==> config.mk <==
export PLATFORM = sky130hd
export DESIGN_NAME = sm_stream_accumulator
export DESIGN_NICKNAME = d
export VERILOG_FILES = /design/src/rtl/sm_stream_accumulator.sv
export SDC_FILE = /design/constraint.sdc
export NUM_CORES = 1
export LEC_CHECK = 0
export BUFFER_PORTS_ARGS = -buffer_cell sky130_fd_sc_hd__buf_2
export CAP_MARGIN = 30
export CORE_ASPECT_RATIO = 0.6
export CORE_MARGIN = 2
export CORE_UTILIZATION = 30
export CTS_BUF_LIST = sky130_fd_sc_hd__clkbuf_4 sky130_fd_sc_hd__clkbuf_8
export CTS_CLUSTER_SIZE = 8
export DETAILED_ROUTE_END_ITERATION = 6
export PLACE_DENSITY = 0.54
export SLEW_MARGIN = 20
export SYNTH_ARGS = -nofsm -noshare
export SYNTH_HDL_FRONTEND = slang
export SYNTH_SLANG_ARGS = --single-unit
==> constraint.sdc <==
create_clock -name clk -period 6 [get_ports clk]
set_clock_uncertainty 0.1 [all_clocks]
set_input_delay 0.3 -clock clk [delete_from_list [all_inputs] [get_ports clk]]
set_output_delay 0.3 -clock clk [all_outputs]
set_load 0.05 [all_outputs]
==> src/rtl/sm_stream_accumulator.sv <==
// Sign-magnitude stream accumulator: sums COUNT terms in two's complement and
// returns each group total as a saturated sign-magnitude word.
module sm_stream_accumulator #(
   parameter int SIZE  = 16,
   parameter int COUNT = 8
) (
   input  logic            clk,
   input  logic            rst,
   input  logic            in_valid,
   output logic            in_ready,
   input  logic [SIZE-1:0] in_data,
   output logic            out_valid,
   input  logic            out_ready,
   output logic [SIZE-1:0] out_data,
   output logic            out_sat
);

   localparam int ACC_W = SIZE + $clog2(COUNT) + 1;
   localparam int CNT_W = $clog2(COUNT);
   localparam logic [CNT_W-1:0] LAST_CNT = CNT_W'(COUNT - 1);
   localparam logic [ACC_W-1:0] MAG_MAX  = {{(ACC_W-SIZE+1){1'b0}}, {(SIZE-1){1'b1}}};

   typedef enum logic {ST_ACC, ST_HOLD} state_t;

   state_t                  state_reg;
   logic signed [ACC_W-1:0] acc_reg;
   logic [CNT_W-1:0]        cnt_reg;
   logic                    out_valid_reg;
   logic [SIZE-1:0]         out_data_reg;
   logic                    out_sat_reg;

   logic signed [ACC_W-1:0] mag_ext;
   logic signed [ACC_W-1:0] term;
   logic signed [ACC_W-1:0] total;
   logic [ACC_W-1:0]        abs_total;
   logic                    sign_next;
   logic                    sat_next;
   logic [SIZE-2:0]         mag_next;
   logic                    accept;

   assign in_ready  = (state_reg == ST_ACC) && rst;
   assign accept    = in_valid && in_ready;
   assign out_valid = out_valid_reg;
   assign out_data  = out_data_reg;
   assign out_sat   = out_sat_reg;

   // Negative zero decodes to 0 naturally since -0 == 0 in two's complement.
   always_comb begin
      mag_ext   = {{(ACC_W-SIZE+1){1'b0}}, in_data[SIZE-2:0]};
      term      = in_data[SIZE-1] ? -mag_ext : mag_ext;
      total     = acc_reg + term;
      sign_next = total[ACC_W-1];
      abs_total = sign_next ? -total : total;
      sat_next  = (abs_total > MAG_MAX);
   end

   // Saturation forces every magnitude bit high.
   generate
      for (genvar gi = 0; gi < SIZE-1; gi++) begin : g_mag
         assign mag_next[gi] = sat_next | abs_total[gi];
      end
   endgenerate

   always_ff @(posedge clk) begin
      if (!rst) begin
         state_reg     <= ST_ACC;
         acc_reg       <= '0;
         cnt_reg       <= '0;
         out_valid_reg <= 1'b0;
         out_data_reg  <= '0;
         out_sat_reg   <= 1'b0;
      end else begin
         case (state_reg)
            ST_ACC: begin
               if (accept) begin
                  if (cnt_reg == LAST_CNT) begin
                     out_data_reg  <= {sign_next, mag_next};
                     out_sat_reg   <= sat_next;
                     out_valid_reg <= 1'b1;
                     state_reg     <= ST_HOLD;
                     acc_reg       <= '0;
                     cnt_reg       <= '0;
                  end else begin
                     acc_reg <= total;
                     cnt_reg <= cnt_reg + 1'b1;
                  end
               end
            end
            ST_HOLD: begin
               if (out_ready) begin
                  out_valid_reg <= 1'b0;
                  state_reg     <= ST_ACC;
               end
            end
            default: state_reg <= ST_ACC;
         endcase
      end
   end

endmodule

Word-level counts from Yosys, hierarchy flattened
Cells that the tools add are included.
{"block": "word_totals", "ff_bits": 42, "in_bits": 20, "out_inout_bits": 19, "elab_cells": 48}
{"block": "classes", "addsub": 4, "order_cmp": 1, "n_eq_ne": 4, "mux": 12, "bitwise_logic": 16, "reduce_logical": 5}
{"operator": "2-to-1 mux 20 bit", "n": 3}
{"operator": "adder 20 bit", "n": 1}
{"operator": "> comparator 20 x 15 -> 1 bit, second input constant", "n": 1}
{"operator": "negation 15 -> 20 bit", "n": 1}
{"operator": "negation 20 bit", "n": 1}
{"operator": "bitwise OR 1 bit", "n": 15}
{"operator": "2-to-1 mux 1 bit", "n": 6}
{"operator": "AND reduction 3 bit", "n": 2}
{"operator": "!= test 2 bit, second input constant", "n": 2}
{"operator": "one-hot mux 1 bit (2 select lines)", "n": 2}
{"operator": "adder 3 x 1 -> 3 bit, second input constant", "n": 1}
{"operator": "== test 3 bit, second input constant", "n": 1}
{"operator": "2-to-1 mux 3 bit", "n": 1}
{"operator": "logical AND 1 bit", "n": 2}
{"operator": "!= test 2 x 1 -> 1 bit, second input constant", "n": 1}
{"operator": "AND reduction 2 bit", "n": 1}
{"operator": "NOT 1 bit", "n": 1}

Longest topological paths before layout
Gate-level depths: netlist of the first run.
{"block": "depth", "word_depth": 7, "ltp_mapped": 18, "mapped_depth_nobuf": 15}

Worst setup path before layout of the first run
Ideal clock, no wire load.
{"block": "synth_path", "path_type": "input -> register", "startpoint": "in in_data[5]", "endpoint": "reg out_data_reg[10] (netlist: out_data[10])", "setup_time_ns": 0.125, "t_arrival_ns": 4.261, "required_time_ns": 5.775, "path_slack_ns": 1.513, "stages": 16, "path_buffers": 2, "path_cell_list": "nor4_1 > nand2_1 > o41ai_1 > xnor2_1 > ha_1 > buf_4 > a21oi_2 > o221a_4 > o2111a_1 > or4_4 > or4_4 > nor4_4 > a41oi_1 > nand3b_4 > buf_8 > a31oi_2"}
{"block": "synth_via", "elab_chain_len": 7}
{"item": "start, declared", "line": "11", "source": "input logic [SIZE-1:0] in_data,"}
{"item": "negation 15 -> 20 bit", "line": "50", "source": "term = in_data[SIZE-1] ? -mag_ext : mag_ext;"}
{"item": "2-to-1 mux 20 bit (*)", "line": "50"}
{"item": "adder 20 bit (*)", "line": "51", "source": "total = acc_reg + term;"}
{"item": "negation 20 bit", "line": "53", "source": "abs_total = sign_next ? -total : total;"}
{"item": "2-to-1 mux 20 bit (*)", "line": "53"}
{"item": "> comparator 20 x 15 -> 1 bit", "line": "54", "source": "sat_next = (abs_total > MAG_MAX);"}
{"item": "bitwise OR 1 bit (*)", "line": "60", "source": "assign mag_next[gi] = sat_next | abs_total[gi];"}
{"item": "end signal, assigned", "line": "77", "source": "out_data_reg <= {sign_next, mag_next};"}
{"item": "end, declared", "line": "29", "source": "logic [SIZE-1:0] out_data_reg;"}
Every way passes the cells marked *; elsewhere a longest branch is shown, timed or not.
A chain may end at the register's enable or synchronous reset.

Worst setup path in the final report of the first run
{"block": "layout_path", "startpoint": "in in_data[5]", "endpoint": "reg out_data_reg[4] (netlist: out_data[4])"}
Same word-level chain as after synthesis.

==> results of run 1 <==
## kinds of logic after synthesis
| kind of cell | synth area share [%] |
|---|---|
| AO/OA/AOI/OAI | 31.2 |
| XOR/XNOR | 8.79 |
| adder cells (fa/ha/maj) | 8.13 |
| buffers and inverters | 5.02 |
| flip-flops | 22.2 |
| multiplexers | 1.12 |
| AND/OR/NAND/NOR | 23.5 |
## power by group
group,internal (mW),switching [mW]
Combinational,0.172,0.281
Sequential,0.291,0.00867
Clock,0.0926,0.105
## placed cells by master, fill, tap and decap left out, types with 4 or more instances in the layout
cell type	count
sky130_fd_sc_hd__a31oi_2	9
sky130_fd_sc_hd__a21boi_0	4
sky130_fd_sc_hd__dfxtp_1	42
sky130_fd_sc_hd__nand3_1	22
sky130_fd_sc_hd__xor2_1	10
sky130_fd_sc_hd__and3_1	5
sky130_fd_sc_hd__o41ai_1	4
sky130_fd_sc_hd__a21o_1	7
sky130_fd_sc_hd__nor2b_1	22
sky130_fd_sc_hd__ha_1	23
sky130_fd_sc_hd__a211oi_1	7
sky130_fd_sc_hd__nor2_1	14
sky130_fd_sc_hd__and2_1	8
sky130_fd_sc_hd__a21oi_1	18
sky130_fd_sc_hd__xnor2_1	28
sky130_fd_sc_hd__nor3_1	13
sky130_fd_sc_hd__o21ai_0	31
sky130_fd_sc_hd__nand2b_1	9
sky130_fd_sc_hd__nand2_1	40
sky130_fd_sc_hd__a31oi_1	10
sky130_fd_sc_hd__inv_1	9
sky130_fd_sc_hd__o31ai_1	8
sky130_fd_sc_hd__a21oi_2	4
sky130_fd_sc_hd__a22oi_1	15
sky130_fd_sc_hd__o31a_1	5
sky130_fd_sc_hd__clkbuf_8	6
sky130_fd_sc_hd__buf_2	38
## per-layer routing
layer	share of wire [%]	routed length [um]
met4	0.54	57
met3	5.2	556
met2	40	4260
met5	0	0
met1	54	5740
## final cells by class
type                       instances  area, um2  area share [%]
inverter                           9       33.8           0.813
timing repair buffer              42        228            5.48
multi-input combinational        383       2750            66.2
clock inverter                     2       12.5           0.301
sequential                        42        841            20.2
clock buffer                       6       82.6            1.99
tap                              165        206            4.97
## cell usage after synthesis, types with 3 or more instances
cell | number | area share, %
sky130_fd_sc_hd__xor2_1 | 10 | 2.3
sky130_fd_sc_hd__a21boi_0 | 4 | 0.79
sky130_fd_sc_hd__a31oi_1 | 10 | 1.7
sky130_fd_sc_hd__nor2b_1 | 22 | 3.6
sky130_fd_sc_hd__a21o_1 | 7 | 1.4
sky130_fd_sc_hd__and3_1 | 5 | 0.83
sky130_fd_sc_hd__inv_1 | 9 | 0.89
sky130_fd_sc_hd__dfxtp_1 | 42 | 22
sky130_fd_sc_hd__nand4_1 | 3 | 0.50
sky130_fd_sc_hd__nor2_1 | 14 | 1.4
sky130_fd_sc_hd__o31ai_1 | 8 | 1.6
sky130_fd_sc_hd__nand3_1 | 22 | 2.9
sky130_fd_sc_hd__o21a_1 | 3 | 0.59
sky130_fd_sc_hd__xnor2_1 | 28 | 6.5
sky130_fd_sc_hd__nand2_1 | 40 | 4.0
sky130_fd_sc_hd__a31oi_2 | 9 | 3.0
sky130_fd_sc_hd__buf_4 | 3 | 0.59
sky130_fd_sc_hd__or4_1 | 3 | 0.59
sky130_fd_sc_hd__o41ai_1 | 4 | 0.93
sky130_fd_sc_hd__buf_2 | 5 | 0.66
sky130_fd_sc_hd__nor3b_1 | 3 | 0.59
sky130_fd_sc_hd__o31a_1 | 5 | 1.2
sky130_fd_sc_hd__and2_1 | 8 | 1.3
sky130_fd_sc_hd__ha_1 | 23 | 7.6
sky130_fd_sc_hd__a21oi_1 | 18 | 2.4
sky130_fd_sc_hd__a22oi_1 | 15 | 3.0
sky130_fd_sc_hd__nand2b_1 | 9 | 1.5
sky130_fd_sc_hd__o21ai_0 | 31 | 4.1
sky130_fd_sc_hd__a21oi_2 | 4 | 0.93
sky130_fd_sc_hd__clkbuf_1 | 20 | 2.0
sky130_fd_sc_hd__a211oi_1 | 7 | 1.4
sky130_fd_sc_hd__nand3b_1 | 3 | 0.59
sky130_fd_sc_hd__nor3_1 | 13 | 1.7
sky130_fd_sc_hd__a41oi_1 | 3 | 0.69
sky130_fd_sc_hd__a2111oi_0 | 3 | 0.69
sky130_fd_sc_hd__o211ai_1 | 3 | 0.59
## critical path: stages
cell                       delay (ps)
sky130_fd_sc_hd__buf_2            110
sky130_fd_sc_hd__nor4_1           750
sky130_fd_sc_hd__nand3_1          410
sky130_fd_sc_hd__nand2_1          190
sky130_fd_sc_hd__xnor2_1           80
sky130_fd_sc_hd__ha_1             470
sky130_fd_sc_hd__nand3_1          220
sky130_fd_sc_hd__o221a_4          290
sky130_fd_sc_hd__o2111a_1         230
sky130_fd_sc_hd__or4_4            550
sky130_fd_sc_hd__or4_4            580
sky130_fd_sc_hd__nor3_2           230
sky130_fd_sc_hd__o211ai_1         180
sky130_fd_sc_hd__a21oi_4          530
sky130_fd_sc_hd__a31oi_1          160
## stage by stage
step / cells / hold WS [ps] / power, mW
finish: 649 / 189 / 0.950
global route: 649 / 226 / 1.02
CTS: 648 / 189 / 0.949
detailed placement: 640 / 363 / 0.752
global placement: 639 / 346 / 0.745
floorplan: 466 / 338 / 0.662
## worst min path at each step
stage / end / slack, ps
global placement: cnt_reg[1]$_SDFFE_PN0P_ / 350
finish: out_valid$_SDFFE_PN0P_ / 190
CTS: out_valid$_SDFFE_PN0P_ / 190
global route: out_valid$_SDFFE_PN0P_ / 230
floorplan: cnt_reg[1]$_SDFFE_PN0P_ / 340
detailed placement: out_data[15]$_SDFFE_PN0P_ / 360
==> results.txt, run 1 <==
The wire length reported by the detailed router is 10600 um. After technology mapping, the gate count stands at 466. The number of violations of the max-capacitance limit came out at 0. The number of slew-limit violations in the final report was 0. At the later pin of the worst-skew pair, clock insertion delay measures 300 ps. In this run the deepest clock path goes through 2 buffers. The detailed placement HPWL came out at around 8500 um.

The startpoint of the most critical hold path is out_ready. The number of instances resized during post-cts repair came out at 0. The arrival time of the worst setup path is around 5300 ps. Synthesis instantiated 70 different standard cells from the library.

For flop-to-flop paths, the worst setup slack is 1710 ps. The startpoint identified for the worst register-to-register timing path is acc_reg[0]$_SDFFE_PN0P_. The leakage power figure is 1.60 nW. At the pin with the least slew margin, the transition time is 862 ps.

The power density over cell area came out at 228 mW/mm2. Setup repair after global routing left no endpoint under its margin. The fmax is 191 MHz. The placer congestion estimate came out at 0.916. Timing analysis after detailed placement gives a worst setup slack of 534 ps.

The global routing usage on met1 is 24.3%. The flow ran to the end, and the final reports show no timing, DRC or antenna violations. The number of global-route vias before repair was 3429.

After detailed routing, the average wire length per cell comes to 16.3 um. The maximum vdd ir drop is around 0.000083 V. The row count is 31.

The net count reported at finish is ~530. The total grt overflow came out at 0. The number of design rule violations left after detail routing is 0. The count of filler cells inserted in the layout is ~1300. Headroom to the max-slew limit came out at 42.0%. The total iterations of the first detailed-routing run is 4. The met2 capacity usage during global routing is 23.2%. The final count of negative-setup-slack endpoints came out at 0. The number of flip-flops and latches in the synthesized netlist is 42. The aggregate global-route resource usage is about 16%. Following the worst setup path forward leads to its endpoint at out_data[4]$_SDFFE_PN0P_. The sequential cell area fraction in the yosys report came out at 22.2%. The count of nets left with antenna violations once routing finished came out at 0. The die extent in x is 149 um. Setup slack closes at 763 ps. The category of the critical setup timing path is input port to flip-flop. The largest driver fanout on the critical path is 16. After clock tree synthesis, the clock-pin slew on the worst setup and hold paths is 80 ps.

The violation count after the first detailed-routing iteration is 240. The worst setup path is launched from an input port. The total area inside the core boundary comes to 0.0122 mm2. The number of antenna cells inserted is 0. The final number of hold-violating endpoints is 0. STA classifies the critical path endpoint as a flip-flop. The via density per instance is 5.48.

The area growth from synthesis to final layout came out at 9.85%. The initial antenna violation count is 0. The fraction of the core area covered by cells at the end of the flow is 34.1%. The data required time at the worst endpoint came out at 6060 ps. The number of buffers inserted for hold repair after clock tree synthesis came out at 0.

In the final layout, the share of cells above drive strength 1 is about 16%. The CTS H-tree depth came out at 2. The path depth of the worst reg2reg path is 11.

During I/O placement, the number of pins put on the boundary was 39. After clock tree synthesis, the setup repair step added 0 buffers. TritonCTS built the clock tree. The initial standard-cell utilization of the core is 31.1%. Counting flops with an async set or reset pin after synthesis yields a share of 0%.

The final design instance area without fill is just over 0.004 mm2. The final route contains 3557 vias. The post-layout minimum cycle time is 5240 ps. The per-instance average area after synthesis came out at 8.12 um2. Entering global routing, the biggest net connects 44 pins. After layout, the worst path uses 87.3% of the clock period. The worst hold path stage count came out at 4.

The number of enable-type register cells in the synthesized netlist is 0. The root cell of the clock tree is sky130_fd_sc_hd__clkbuf_8. The summed negative setup slack over all endpoints came out at 0 ps. The first global-routing pass estimated ~17000 um of wire. The number of flip-flops under the largest register name is 20. In this run the cell area of the synthesized design comes to 0.00378 mm2.

In this run the most used layer during global routing was met1. The path class of the tightest hold or removal check is input port to flip-flop. In this run the critical register-to-register path is captured at out_data[4]$_SDFFE_PN0P_. The chip height is a little over 90 um. During synthesis, Yosys emitted a total of 0 warnings. The die covers 0.0136 mm2. The beginning of the critical path is in_data[5]. Synthesis produced a netlist with a net count of 510. Counting every sink on the clock net gives 42. The number of buffers added by the clock tree synthesis step is 5. The total of buffers placed on input and output ports is 38. The most common flop cell mapped by yosys is sky130_fd_sc_hd__dfxtp_1. The met3 track utilization from global routing came out at 3.72%. The post-detailed-placement cell area is about 0.0040 mm2.
(Power assumes the default switching activity.)
==> run 2: changes to the inputs <==
--- a/config.mk
+++ b/config.mk
@@ -9,11 +9,11 @@
 export CAP_MARGIN = 30
 export CORE_ASPECT_RATIO = 0.6
 export CORE_MARGIN = 2
-export CORE_UTILIZATION = 30
+export CORE_UTILIZATION = 51
 export CTS_BUF_LIST = sky130_fd_sc_hd__clkbuf_4 sky130_fd_sc_hd__clkbuf_8
 export CTS_CLUSTER_SIZE = 8
 export DETAILED_ROUTE_END_ITERATION = 6
-export PLACE_DENSITY = 0.54
+export PLACE_DENSITY = 0.79
 export SLEW_MARGIN = 20
 export SYNTH_ARGS = -nofsm -noshare
 export SYNTH_HDL_FRONTEND = slang
==> results.txt, run 2 (synthesis gave the netlist of run 1 again) <==
The count of filler cells inserted in the layout is 669 (was 1287). The core outline area is 0.00724 mm2 (was 0.0122 mm2). The total grt overflow is 0 (unchanged).

The kind of cell with the highest combined delay on the critical path was simple AND/OR/NAND/NOR gates (unchanged). The wire length of the first global-routing pass came out at 15900 um (was 17400 um). The total iterations of the first detailed-routing run is 5 (was 4). The critical path's largest stage delay came out at 580 ps (was 750 ps). The post-CTS clock slew at the launch and capture registers of the worst setup and hold paths is 70 ps (was 80 ps). The maximum vdd ir drop came out at 0.0000984 V (was 0.0000834 V).

The area growth from synthesis to final layout is 7.11% (was 9.85%). The overall die area came out at 0.00815 mm2 (was 0.0136 mm2). The die extent in x came out at 115 um (was 149 um).

The least setup slack across all paths after layout is 1030 ps (was 763 ps). The total number of vias is 3612 (was 3557). The type of the worst min-delay path is input port to flip-flop (unchanged). The aggregate global-route resource usage came out at 24.3% (was 15.9%). The largest net degree at the start of global routing is 44 (unchanged).

The number of buffers added by the clock tree synthesis step is 5 (unchanged). The initial antenna violation count came to 0 (unchanged). The CTS tree is built (unchanged). The register cell area after layout is 841 um2 (unchanged). The post-layout minimum cycle time came out at 4970 ps (was 5240 ps). The wire length reported by the detailed router is 9600 um (was 10600 um). The worst hold-check slack was 186 ps (was 189 ps). The net count reported at finish came to 526 (was 527). The clock latency on the worst-skew pair is 310 ps (was 300 ps). The arrival time of the worst setup path is 5040 ps (was 5300 ps). The number of antenna cells inserted came to 0 (unchanged).

The beginning of the critical path is in_data[5] (unchanged). The share of cells above drive strength 1 was 15.6% (was 16.1%). The total of buffers placed on input and output ports was 38 (unchanged).

Run status: complete, no violations (unchanged). The detailed placement HPWL was 7470 um (was 8470 um). Among the stages of the critical path, the cell type that occurs most often is sky130_fd_sc_hd__or4_4. The data required time at the worst endpoint is 6060 ps (about the same). The nature of the critical path endpoint is a flip-flop (unchanged). The buffers inserted during post-CTS setup optimization came out at 0 (unchanged).

The placer congestion estimate is 0.911 (was 0.916). The count of pins on the block boundary is 39 (unchanged). The via density per instance is 6.17 (was 5.48). RSZ-0062 raised after global routing: false (unchanged). The sum of buffers and inverters on the critical path is 1 (unchanged). The cell with the largest stage delay on the worst path is sky130_fd_sc_hd__or4_4 (was sky130_fd_sc_hd__nor4_1). Commonest cells after routing, fill and taps aside: 42 x sky130_fd_sc_hd__dfxtp_1, 40 x sky130_fd_sc_hd__nand2_1, 38 x sky130_fd_sc_hd__buf_2 (unchanged).

The type of origin of the critical path is an input port (unchanged). The number of buffers inserted for hold repair after clock tree synthesis came out at 0 (unchanged). The multi-input combinational cell area came out at 0.00275 mm2 (unchanged).

The chip height is 70.7 um (was 91.0 um). The routed length per placed instance is 16.4 um (was 16.3 um). The number of design rule violations left after detail routing came out at 0 (unchanged). The power density over cell area is 229 mW/mm2 (was 228 mW/mm2). The category of the critical setup timing path is input port to flip-flop (unchanged).

The number of flip-flops under the largest register name came out at 20 (unchanged). The largest buffer count on any clock path came out at 2 (unchanged). The violation count after the first detailed-routing iteration is 334 (was 240).

The max-slew headroom at the worst pin came out at 43.4% (was 42.0%). The summed negative setup slack over all endpoints is 0 ps (unchanged). The number of instances resized during post-cts repair is 0 (unchanged).

The beginning of the worst register-to-register path is acc_reg[0]$_SDFFE_PN0P_ (unchanged). The pin slew with the least headroom to its limit was 847 ps (was 862 ps). Crit-path cells: buf_2 > nor4_1 > nand2_1 > o41ai_1 > xnor2_1 > ha_1 > nand3_1 > o221a_4 > o2111a_1 > or4_4 > or4_4 > nor3_2 > o211ai_1 > a21oi_4 > a31oi_1 (was buf_2 > nor4_1 > nand3_1 > nand2_1 > xnor2_1 > ha_1 > nand3_1 > o221a_4 > o2111a_1 > or4_4 > or4_4 > nor3_2 > o211ai_1 > a21oi_4 > a31oi_1). The share of the cycle needed by the critical path after routing came out at 82.9% (was 87.3%).

The worst setup slack after placement came out at 718 ps (was 534 ps). The leakage power figure is 1.59 nW (was 1.60 nW). The number of violations of the max-capacitance limit is 0 (unchanged). The largest driver fanout on the critical path came out at 16 (unchanged). The number of slew-limit violations in the final report came out at 0 (unchanged). The startpoint of the most critical hold path is out_ready (unchanged). The most common library cell in the layout ignoring fill and taps is sky130_fd_sc_hd__dfxtp_1 (unchanged). The final number of hold-violating endpoints is 0 (unchanged). The final count of negative-setup-slack endpoints came to 0 (unchanged). The CTS H-tree depth is 2 (unchanged). The number of global-route vias before repair is 3237 (was 3429). The initial standard-cell utilization of the core is 52.3% (was 31.1%). The fmax came to 201 MHz (was 191 MHz).

The remaining antenna violation count came to 0 (unchanged). The sink count of the clock tree was 42 (unchanged). The root cell of the clock tree was sky130_fd_sc_hd__clkbuf_8 (unchanged). The row count came to 24 (was 31).
## run 2: layout make-up
class / instances / area share, %
Multi-Input combinational cell: 383 / 67.9
Timing Repair Buffer: 41 / 5.25
Tap cell: 104 / 3.21
Clock buffer: 6 / 2.04
Sequential cell: 42 / 20.7
Inverter: 9 / 0.833
## run 2: layer usage
metal / up-vias / share of wire, % / track usage (%)
met4: 0 / 1.0 / 3.88
li1: 1784 / - / -
met2: 115 / 42 / 35.8
met1: 1703 / 51 / 36.7
met3: 10 / 5.7 / 5.57
met5: - / 0 / 0
## run 2: report_power, final
part	internal, mW	switching, mW	total (mW)
Sequential	0.291	0.00909	0.300
Clock	0.0888	0.0957	0.184
Combinational	0.169	0.275	0.444
Total	0.549	0.379	0.928
## run 2: tightest hold or removal path: stages
cell and delay, ps:
sky130_fd_sc_hd__buf_2 80, sky130_fd_sc_hd__nand2b_1 80, sky130_fd_sc_hd__a21boi_0 70
## run 2: through the flow
step | instances | cell area [um2] | total power [mW] | util, %
floorplan | 466 | 3780 | 0.662 | -
global placement | 578 | 3960 | 0.732 | 54.8
detailed placement | 579 | 3970 | 0.742 | 54.9
CTS | 585 | 4050 | 0.925 | 56.0
global route | 585 | 4050 | 0.994 | 56.0
finish | 585 | 4050 | 0.928 | 56.0
## run 2: path summary, 6_finish.rpt
path	end	slack, ps	cells past startpoint
setup / recovery	out_data[0]$_SDFFE_PN0P_	1030	15
hold / removal	state_reg$_SDFF_PN0_	190	3
setup reg to reg	out_data[0]$_SDFFE_PN0P_	1740	11
hold reg to reg	cnt_reg[2]$_SDFFE_PN0P_	360	2
==> run 3: changes to the inputs <==
--- a/config.mk
+++ b/config.mk
@@ -13,7 +13,7 @@
 export CTS_BUF_LIST = sky130_fd_sc_hd__clkbuf_4 sky130_fd_sc_hd__clkbuf_8
 export CTS_CLUSTER_SIZE = 8
 export DETAILED_ROUTE_END_ITERATION = 6
-export PLACE_DENSITY = 0.79
+export PLACE_DENSITY = 0.81
 export SLEW_MARGIN = 20
 export SYNTH_ARGS = -nofsm -noshare
 export SYNTH_HDL_FRONTEND = slang
==> constraint.sdc (replaced) <==
create_clock -name clk -period 4.3 [get_ports clk]
set_clock_uncertainty 0.1 [all_clocks]
set_input_delay 0.215 -clock clk [delete_from_list [all_inputs] [get_ports clk]]
set_output_delay 0.215 -clock clk [all_outputs]
set_load 0.05 [all_outputs]
==> results.txt, run 3 (synthesis gave the netlist of run 1 again) <==
The CTS H-tree depth is 2 (unchanged). Run status: complete, no violations (unchanged). The detailed placement HPWL is 8720 um (was 7470 um). The overall die area came out at 0.00815 mm2 (unchanged). The cell total after placement came out at 653 (was 579).

The clock latency on the worst-skew pair came out at 310 ps (about the same). The number of buffers inserted for hold repair after clock tree synthesis came to 0 (unchanged). The total number of vias came out at 4029 (was 3612). The post-CTS clock slew at the launch and capture registers of the worst setup and hold paths is 90 ps (was 70 ps). The routed length per placed instance was 17.2 um (was 16.4 um).

The overall power is 1.60 mW (was 928 uW). The internal portion of total power came out at 989 uW (was 549 uW). The data required time at the worst endpoint came out at 4390 ps (was 6060 ps). The total grt overflow was 0 (unchanged).

The chip height is 70.7 um (unchanged). The via density per instance is 6.07 (was 6.17). The core outline area came out at 0.00724 mm2 (unchanged).

The switching portion of total power is 38.0% (was 40.9%). The power dissipated by switching net loads is 606 uW (was 379 uW). The type of the worst min-delay path was input port to flip-flop (unchanged). The number of buffers added by the clock tree synthesis step came to 5 (unchanged). The root cell of the clock tree was sky130_fd_sc_hd__clkbuf_8 (unchanged). The final count of negative-setup-slack endpoints is 0 (unchanged). The number of antenna cells inserted is 0 (unchanged).

The clock share of power came to 23.9% (was 19.9%). The number of flip-flops under the largest register name came to 20 (unchanged). The placer congestion estimate is 0.966 (was 0.911). The maximum vdd ir drop is 0.000204 V (was 0.0000984 V). The power density over cell area came out at 331 mW/mm2 (was 229 mW/mm2). The wire length reported by the detailed router is 11400 um (was 9600 um). The row count is 24 (unchanged). The aggregate global-route resource usage came to 26.8% (was 24.3%).

The number of design rule violations left after detail routing is 0 (unchanged). The violation count after the first detailed-routing iteration came out at 417 (was 334). The share of cells above drive strength 1 came to 30.0% (was 15.6%).

The fmax came out at 238 MHz. The worst-case register-to-register setup slack is 410 ps (was 1740 ps). The nature of the critical path endpoint is a flip-flop (unchanged). The leakage power figure was 2.01 nW (was 1.59 nW). The type of origin of the critical path is an input port (unchanged). The combinational cell fraction of total power is 49.8% (was 47.8%). The most common library cell in the layout ignoring fill and taps is sky130_fd_sc_hd__buf_4 (was sky130_fd_sc_hd__dfxtp_1). The initial standard-cell utilization of the core was 52.3% (unchanged). The worst path uses a little under 100% of the clock period. The pin slew with the least headroom to its limit was 622 ps (was 847 ps). The number of violations of the max-capacitance limit is 0 (unchanged). The final number of hold-violating endpoints came out at 0 (unchanged). The final design instance area without fill is 0.00483 mm2 (was 0.00405 mm2). The number of slew-limit violations in the final report is 0 (unchanged).

The filler-free cell count of the finished design came out at 664 (was 585). The arrival time of the worst setup path is 4300 ps (was 5040 ps). The remaining antenna violation count came out at 0 (unchanged). The largest net degree at the start of global routing is 44 (unchanged). The initial antenna violation count came out at 0 (unchanged).

Counting I/O delays and the setup requirement, the final critical path takes 4200 ps. The largest buffer count on any clock path came out at 2 (unchanged). The sink count of the clock tree came out at 42 (unchanged). The sequential group share of total power came out at 26.3% (was 32.3%). The count of pins on the block boundary came out at 39 (unchanged). The number of global-route vias before repair came to 3737 (was 3237). The total of buffers placed on input and output ports came out at 38 (unchanged).

The wire length of the first global-routing pass was 17600 um (was 15900 um). The total iterations of the first detailed-routing run came out at 5 (unchanged). The max-slew headroom at the worst pin came out at 57.5% (was 43.4%). The post-detailed-placement cell area is 0.00455 mm2 (was 0.00397 mm2). The category of the critical setup timing path was input port to flip-flop (unchanged). Commonest cells after routing, fill and taps aside: 78 x sky130_fd_sc_hd__buf_4, 42 x sky130_fd_sc_hd__dfxtp_1, 39 x sky130_fd_sc_hd__nand2_1 (was 42 x sky130_fd_sc_hd__dfxtp_1, 40 x sky130_fd_sc_hd__nand2_1, 38 x sky130_fd_sc_hd__buf_2). The die extent in x was 115 um (unchanged).

The area growth from synthesis to final layout is 27.6% (was 7.11%). The largest driver fanout on the critical path came to 8 (was 16). The CTS tree was built (unchanged). The net count reported at finish came out at 603 (was 526). The fraction of the core area covered by cells at the end of the flow came to 66.7% (was 56.0%).
[run 3: cell types whose count changed in the layout (fill, tap and decap cells not counted), moves of 2 or more]
cell / before / now
sky130_fd_sc_hd__bufinv_16: 0 / 2
sky130_fd_sc_hd__buf_4: 3 / 78
sky130_fd_sc_hd__nand3_1: 22 / 20
sky130_fd_sc_hd__o31ai_1: 8 / 6
sky130_fd_sc_hd__nor4_4: 1 / 3
sky130_fd_sc_hd__nor4_1: 2 / 0
[run 3: cell type report]
cell class	count	area, um2
Fill cell	609	2410
Clock inverter	3	68.8
Inverter	9	33.8
Multi-Input combinational cell	384	2890
Clock buffer	5	68.8
Timing Repair Buffer	117	796
Tap cell	104	130
Sequential cell	42	841
[run 3: through the flow]
stage / hold slack, ps / worst slack [ps] / TNS, ps
floorplan: 253 / 5.03 / 0
global placement: 345 / -102 / -1550
detailed placement: 353 / -251 / -3830
CTS: 99.7 / 57.5 / 0
global route: 133 / -8.95 / -19.4
finish: 106 / 96.2 / 0
[run 3: per-layer routing]
metal / global-route usage [%] / wire [um]
met5: 0 / 0
met4: 6.43 / 140
met3: 4.71 / 745
met2: 42.9 / 5160
met1: 37.8 / 5360
[run 3: worst max-delay path, cell delays in order]
cell and delay, ps:
sky130_fd_sc_hd__buf_2 120, sky130_fd_sc_hd__nor4_4 310, sky130_fd_sc_hd__buf_4 180, sky130_fd_sc_hd__nand2_1 80
sky130_fd_sc_hd__o31ai_2 250, sky130_fd_sc_hd__xnor2_1 120, sky130_fd_sc_hd__ha_1 370, sky130_fd_sc_hd__nand3_2 100
sky130_fd_sc_hd__o221a_4 250, sky130_fd_sc_hd__o2111a_1 240, sky130_fd_sc_hd__or4_4 530, sky130_fd_sc_hd__or4_4 530
sky130_fd_sc_hd__nor4_4 280, sky130_fd_sc_hd__buf_4 180, sky130_fd_sc_hd__a41oi_4 180, sky130_fd_sc_hd__nand3b_4 220
sky130_fd_sc_hd__a31oi_2 120
[run 3: repair_timing]
action | CTS | global route
setup endpoints to repair | 0 | 16
setup buffers | 0 | 2
resized for setup | 0 | 21
[run 3: power groups by stage]
| stage | combinational, mW | clock, mW | sequential, mW |
|---|---|---|---|
| 2_1_floorplan | 0.502 | 0 | 0.422 |
| 3_3_place_gp | 0.712 | 0 | 0.427 |
| 3_5_place_dp | 0.743 | 0 | 0.428 |
| 4_1_cts | 0.749 | 0.385 | 0.419 |
| 5_1_grt | 0.860 | 0.397 | 0.420 |
| 6_report | 0.795 | 0.381 | 0.419 |
[run 3: final timing paths]
check	start	endpoint	depth (start not counted)
worst min-delay path	out_ready	state_reg$_SDFF_PN0_	3
worst max register to register	acc_reg[0]$_SDFFE_PN0P_	out_data[10]$_SDFFE_PN0P_	12
worst min register to register	out_data[15]$_SDFFE_PN0P_	out_data[15]$_SDFFE_PN0P_	2
worst max-delay path	in_data[2]	out_data[10]$_SDFFE_PN0P_	17
